==> src/rtl/bkm_iter_pkg.sv <==
// bkm_iter_pkg
//   Shared definitions for the BKM residual-iteration engine: the signed
//   digit codes produced by get_d and the engine's state encodings.
//   Imported by bkm_iter and bkm_cplx_addshift.
package bkm_iter_pkg;

    // Digit codes on d_x / d_y (2-bit two's complement).
    localparam logic [1:0] BKM_D_POS     = 2'b01;
    localparam logic [1:0] BKM_D_ZERO    = 2'b00;
    localparam logic [1:0] BKM_D_NEG     = 2'b11;
    localparam logic [1:0] BKM_D_ILLEGAL = 2'b10;

    typedef enum logic [1:0] {
        BKM_ST_IDLE = 2'd0,
        BKM_ST_RUN  = 2'd1,
        BKM_ST_DONE = 2'd2
    } bkm_state_t;

endpackage

==> src/rtl/bkm_cplx_addshift.sv <==
// bkm_cplx_addshift
//   Combinational residual update for one BKM iteration:
//     t_x = sel(d_x,u) - sel(d_y,v),  t_y = sel(d_x,v) + sel(d_y,u)
//     u_nxt = narrow(u + (t_x >>> n)), v_nxt = narrow(v + (t_y >>> n))
//   Arithmetic is carried at W+2 bits so no intermediate overflows.
//   Macro BKM_ITER_SAT_EN: defined -> narrow() saturates to W-bit signed
//   range; undefined -> narrow() keeps the low W bits (wrap).
// Ports:
//   u, v      in  W   current residual (signed)
//   d_x, d_y  in  2   digits from get_d
//   n         in  CW  iteration index / shift amount
//   u_nxt     out W   next real residual
//   v_nxt     out W   next imaginary residual
//   d_bad     out 1   a digit carries the illegal code 2'b10
module bkm_cplx_addshift
    import bkm_iter_pkg::*;
#(
    parameter int W  = 8,
    parameter int CW = 4
) (
    input  logic [W-1:0]  u,
    input  logic [W-1:0]  v,
    input  logic [1:0]    d_x,
    input  logic [1:0]    d_y,
    input  logic [CW-1:0] n,
    output logic [W-1:0]  u_nxt,
    output logic [W-1:0]  v_nxt,
    output logic          d_bad
);

    localparam int XW = W + 2;

    // Illegal code falls into default and selects 0.
    function automatic logic signed [XW-1:0] sel(input logic [1:0] d,
                                                 input logic signed [XW-1:0] a);
        case (d)
            BKM_D_POS: sel = a;
            BKM_D_NEG: sel = -a;
            default:   sel = '0;
        endcase
    endfunction

`ifdef BKM_ITER_SAT_EN
    localparam logic signed [XW-1:0] MAX_V = {3'b000, {(W-1){1'b1}}};
    localparam logic signed [XW-1:0] MIN_V = {3'b111, {(W-1){1'b0}}};

    function automatic logic [W-1:0] narrow(input logic signed [XW-1:0] r);
        if (r > MAX_V)
            narrow = MAX_V[W-1:0];
        else if (r < MIN_V)
            narrow = MIN_V[W-1:0];
        else
            narrow = r[W-1:0];
    endfunction
`else
    function automatic logic [W-1:0] narrow(input logic signed [XW-1:0] r);
        narrow = r[W-1:0];
    endfunction
`endif

    logic signed [XW-1:0] ue, ve, tx, ty, ru, rv;

    always_comb begin
        ue    = {{2{u[W-1]}}, u};
        ve    = {{2{v[W-1]}}, v};
        tx    = sel(d_x, ue) - sel(d_y, ve);
        ty    = sel(d_x, ve) + sel(d_y, ue);
        ru    = ue + (tx >>> n);
        rv    = ve + (ty >>> n);
        u_nxt = narrow(ru);
        v_nxt = narrow(rv);
        d_bad = (d_x == BKM_D_ILLEGAL) || (d_y == BKM_D_ILLEGAL);
    end

endmodule

==> src/rtl/bkm_iter.sv <==
// bkm_iter
//   BKM residual-iteration engine. A one-cycle start (accepted in IDLE)
//   loads the residual, then N iterations run one per clock using digits
//   from an external combinational get_d, then done pulses for one cycle.
//   Macro BKM_ITER_SAT_EN selects saturating narrowing (see sub-module).
// Handshake: start is a one-cycle request honoured only while IDLE; busy
//   is high for the whole RUN; done is a one-cycle pulse after the last
//   update, with x_out/y_out valid from then until the next accepted start.
// Ports:
//   clk, rst         clock, async active-high reset
//   start, mode_in   begin / mode latched at start
//   x_in, y_in       initial residual (signed, W)
//   d_x, d_y         digits from get_d
//   mode, u, v, n    loop state driven to get_d
//   busy, done       status
//   d_err            sticky illegal-digit flag, cleared at start
//   x_out, y_out     final residual (equal u, v)
module bkm_iter
    import bkm_iter_pkg::*;
#(
    parameter int W  = 8,
    parameter int N  = W,
    parameter int CW = $clog2(N + 1)
) (
    input  logic          clk,
    input  logic          rst,
    input  logic          start,
    input  logic          mode_in,
    input  logic [W-1:0]  x_in,
    input  logic [W-1:0]  y_in,
    input  logic [1:0]    d_x,
    input  logic [1:0]    d_y,
    output logic          mode,
    output logic [W-1:0]  u,
    output logic [W-1:0]  v,
    output logic [CW-1:0] n,
    output logic          busy,
    output logic          done,
    output logic          d_err,
    output logic [W-1:0]  x_out,
    output logic [W-1:0]  y_out
);

    bkm_state_t   state_q, state_d;
    logic [W-1:0] u_nxt, v_nxt;
    logic         d_bad;

    bkm_cplx_addshift #(.W(W), .CW(CW)) u_addshift (
        .u     (u),
        .v     (v),
        .d_x   (d_x),
        .d_y   (d_y),
        .n     (n),
        .u_nxt (u_nxt),
        .v_nxt (v_nxt),
        .d_bad (d_bad)
    );

    always_comb begin
        state_d = state_q;
        case (state_q)
            BKM_ST_IDLE: if (start) state_d = BKM_ST_RUN;
            BKM_ST_RUN:  if (n == CW'(N - 1)) state_d = BKM_ST_DONE;
            BKM_ST_DONE: state_d = BKM_ST_IDLE;
            default:     state_d = BKM_ST_IDLE;
        endcase
    end

    always_ff @(posedge clk or posedge rst) begin
        if (rst) begin
            state_q <= BKM_ST_IDLE;
            u       <= '0;
            v       <= '0;
            n       <= '0;
            mode    <= 1'b0;
            d_err   <= 1'b0;
        end else begin
            state_q <= state_d;
            if (state_q == BKM_ST_IDLE && start) begin
                u     <= x_in;
                v     <= y_in;
                mode  <= mode_in;
                n     <= '0;
                d_err <= 1'b0;
            end else if (state_q == BKM_ST_RUN) begin
                u <= u_nxt;
                v <= v_nxt;
                // n ends at N and holds there through DONE and IDLE.
                n <= n + CW'(1);
                if (d_bad) d_err <= 1'b1;
            end
        end
    end

    assign busy  = (state_q == BKM_ST_RUN);
    assign done  = (state_q == BKM_ST_DONE);
    assign x_out = u;
    assign y_out = v;

endmodule
==> config.mk <==
export PLATFORM = sky130hd
export DESIGN_NAME = bkm_iter
export DESIGN_NICKNAME = d
export VERILOG_FILES = /design/src/rtl/bkm_iter_pkg.sv /design/src/rtl/bkm_cplx_addshift.sv /design/src/rtl/bkm_iter.sv
export SDC_FILE = /design/constraint.sdc
export NUM_CORES = 1
export LEC_CHECK = 0
export BUFFER_PORTS_ARGS = -buffer_cell sky130_fd_sc_hd__buf_2
export CAP_MARGIN = 10
export CORE_MARGIN = 2
export CORE_UTILIZATION = 45
export CTS_CLUSTER_SIZE = 28
export DETAILED_ROUTE_END_ITERATION = 12
export PLACE_DENSITY = 0.76
export REMOVE_ABC_BUFFERS = 1
export SETUP_SLACK_MARGIN = 0.15
export SLEW_MARGIN = 10
export SYNTH_ARGS = -nofsm -noshare
export SYNTH_HDL_FRONTEND = slang
export SYNTH_SLANG_ARGS = --single-unit
==> constraint.sdc <==
create_clock -name clk -period 4.62 [get_ports clk]
set_input_delay 0 -clock clk [delete_from_list [all_inputs] [get_ports clk]]
set_output_delay 0 -clock clk [all_outputs]
set_load 0.02 [all_outputs]
==> results.yml <==
outcome:
  status: "finished with violations"
  violations: "negative setup slack"
worst_hold_path:
  hp-class: "in -> reg"
cts:
  clock_latency_ns: 0.28
  cts_buffer_depth: 2
  htreeDepth: 1
  cts_tree: "yes"
  cts_root_buf: "clkbuf_8"
  path_clk_slew_ns: 0.09
  numCtsBuffers: 3
  clkSinkCount: 24
floorplanning:
  core_area_mm2: 0.009639
  rows: 36
  ios: 64
  initial_utilization: 0.4561
  die_w_um: 102.8
  die_area_mm2: 0.01058
  die_height_um: 102.8
job:
  drv_cap: 0
global_routing:
  grt-ovfl-total: 0
  antenna_found_initial: 0
  grt.total_usage: 0.2815
  grt_pass1_wl_mm: 23.70
  grt_max_degree: 37
  grt_pass1_vias: 4958
sta:
  worst_slack_ns: -0.2172
  hold_violations: 0
  tns_ns: -1.338
  layout_min_cycle_time_ns: 4.837
  clock_skew_ns: 0.004624
  tightest_slew_ns: 0.9825
  max_freq_mhz: 206.7
  setup_viol: 11
  slew_viol_final: 0
  rsz0062_at_grt: "yes"
  slew_headroom: 0.3442
  timing.final.crit_share: 1.047
  holdWs_ns: 0.001414
synthesis:
  syn_avg_cell_area_um2: 7.389
  syn_inst: 595
  ys_types: 67
  ys_seq_area_frac: 0.1366
  ys_ff_latch: 24
  yosysWarnings: 0
  ys.flop_type: "dfrtp_1"
  async_reset_ff_frac: 1.000
  synth_edf_count: 0
  synth_area_mm2: 0.004397
route:
  avgViaCountPerCell: 6.005
  vias: 5248
  ant_nets: 0
  firstDrtPassIters: 7
  drc_errors: 0
  postRouteWirelength_mm: 16.15
  wire_per_inst_um: 18.48
  drt_iter0_markers: 493
setup_path:
  timing.critical_path.from: "v[2]$_DFFE_PP0P_"
  critPathRequiredTime_ns: 4.75
  crit_chain: "or4_4 > or4_4 > buf_6 > nand2_2 > xnor2_1 > and2_4 > ha_4 > a21oi_2 > mux2_4 > a211oi_2 > buf_4 > nand2_2 > o211ai_1 > nand3_1 > o211ai_1 > ha_1 > a21o_1 > a211oi_2 > o21ai_2 > and3_4 > nor3_2 > and3_1 > a211oi_1"
  endpoint: "v[7]$_DFFE_PP0P_"
  path_class: "reg -> reg"
  critPathMaxStageDelay_ns: 0.55
  worstPathArrival_ns: 4.97
  ff2ff_setup_slack_ns: -0.22
  worstRegToRegCells: 23
  worstReg2RegEnd: "v[7]$_DFFE_PP0P_"
  cp_num_buf_inv: 2
  path_delay_family: "simple AND/OR/NAND/NOR gates"
  path_depth: 23
  path_max_fanout: 6
  reg2reg_from: "v[2]$_DFFE_PP0P_"
  cp-end-kind: "register"
  start_kind: "register"
  crit_slowest_cell: "or4_4"
final_layout:
  diodes: 0
  fillers: 782
  layout_common_cells: "buf_4 (111), buf_2 (63), nand2_1 (56), nor2_1 (35), xnor2_1 (28)"
  design_area_mm2: 0.006344
  nets: 806
  final_common_cell: "buf_4"
  area_growth_pct: 44.28
  final_layout_size_suffix_gt1_frac: 0.4184
place:
  placed_cell_area_mm2: 0.005391
  numPortBuffers: 63
  pre_cts_slack_ns: -0.4261
  gp_congestion: 1.028
  hpwl_mm: 10.85
==> cell families after synthesis <==
family | synth area share
AND/OR/NAND/NOR | 0.2433
AO/OA/AOI/OAI | 0.2621
buffers and inverters | 0.08281
XOR/XNOR | 0.09505
adder cells (fa/ha/maj) | 0.1178
flip-flops | 0.1366
multiplexers | 0.06232
==> layout make-up <==
cell class | instances | area, um2 | area share
timing repair buffer | 196 | 1396 | 0.2201
sequential | 24 | 600.6 | 0.09467
tap | 133 | 166.4 | 0.02623
inverter | 23 | 86.33 | 0.01361
clock buffer | 3 | 41.29 | 0.006509
multi-input combinational | 495 | 4053 | 0.6389
==> per-stage QoR <==
| stage | utilization | cells |
|---|---|---|
| final | 0.6581 | 874 |
| after global routing | 0.6581 | 874 |
| after CTS | 0.6131 | 867 |
| after detailed placement | 0.5593 | 841 |
| after global placement | 0.5593 | 841 |
| after floorplan | - | 542 |
==> tightest hold or removal path, delay by kind of cell <==
family | cells | cell delay, ns
AO/OA/AOI/OAI | 1 | 0.11
buffers and inverters | 1 | 0.08
multiplexers | 1 | 0.06
==> how the worst min path moves through the flow <==
stage | startpoint | endpoint | depth (start not counted)
6_report | y_in[2] | v[2]$_DFFE_PP0P_ | 3
5_1_grt | y_in[2] | v[2]$_DFFE_PP0P_ | 3
4_1_cts | y_in[2] | v[2]$_DFFE_PP0P_ | 3
3_5_place_dp | y_in[3] | v[3]$_DFFE_PP0P_ | 3
3_3_place_gp | x_in[4] | u[4]$_DFFE_PP0P_ | 3
2_1_floorplan | rst | d_err$_DFFE_PP0P_ | 1
==> what timing repair did <==
action                                  4_1_cts  5_1_grt
hold buffers                                 14        0
setup buffers                                 9        7
pin swaps                                    31       34
cloned                                        0        0
gates resized for setup                      65       86
hold endpoints to repair                     37        0
endpoints found under the setup margin       13       15
==> flip-flops by register name, summed over array words and instances, names as in the netlist <==
register and cells:
state_q 2, d_err 1, v 8, n 4, mode 1, u 8
==> per-layer routing <==
layer,share of wire,vias to the layer above,GRT usage
met5,0,-,0
met4,0.039,0,0.1093
met3,0.075,66,0.02576
met2,0.49,310,0.4832
met1,0.40,2460,0.3665
li1,-,2412,-
==> Yosys cell counts (all sizes together) (5+ instances only) <==
| cell type | instances | area, um2 |
|---|---|---|
| nand2 | 63 | 236.5 |
| o21ai | 47 | 235.2 |
| a21oi | 40 | 200.2 |
| nor2 | 38 | 142.6 |
| ha | 35 | 437.9 |
| xnor2 | 33 | 289.0 |
| clkbuf | 28 | 105.1 |
| and2 | 25 | 156.4 |
| buf | 25 | 172.7 |
| dfrtp | 24 | 600.6 |
| inv | 22 | 82.58 |
| nand3 | 16 | 80.08 |
| nor3 | 16 | 80.08 |
| mux2i | 15 | 150.1 |
| a21o | 13 | 97.59 |
| nand2b | 13 | 81.33 |
| xor2 | 13 | 128.9 |
| a211oi | 11 | 82.58 |
| o211ai | 11 | 92.58 |
| nor2b | 8 | 50.05 |
| or3 | 8 | 51.30 |
| or2 | 6 | 37.54 |
| or4 | 6 | 56.30 |
| a221o | 5 | 50.05 |
| mux2 | 5 | 56.30 |
Power is not shown: default switching activity piles up to over one toggle a cycle in this logic, so the estimate is an artifact.
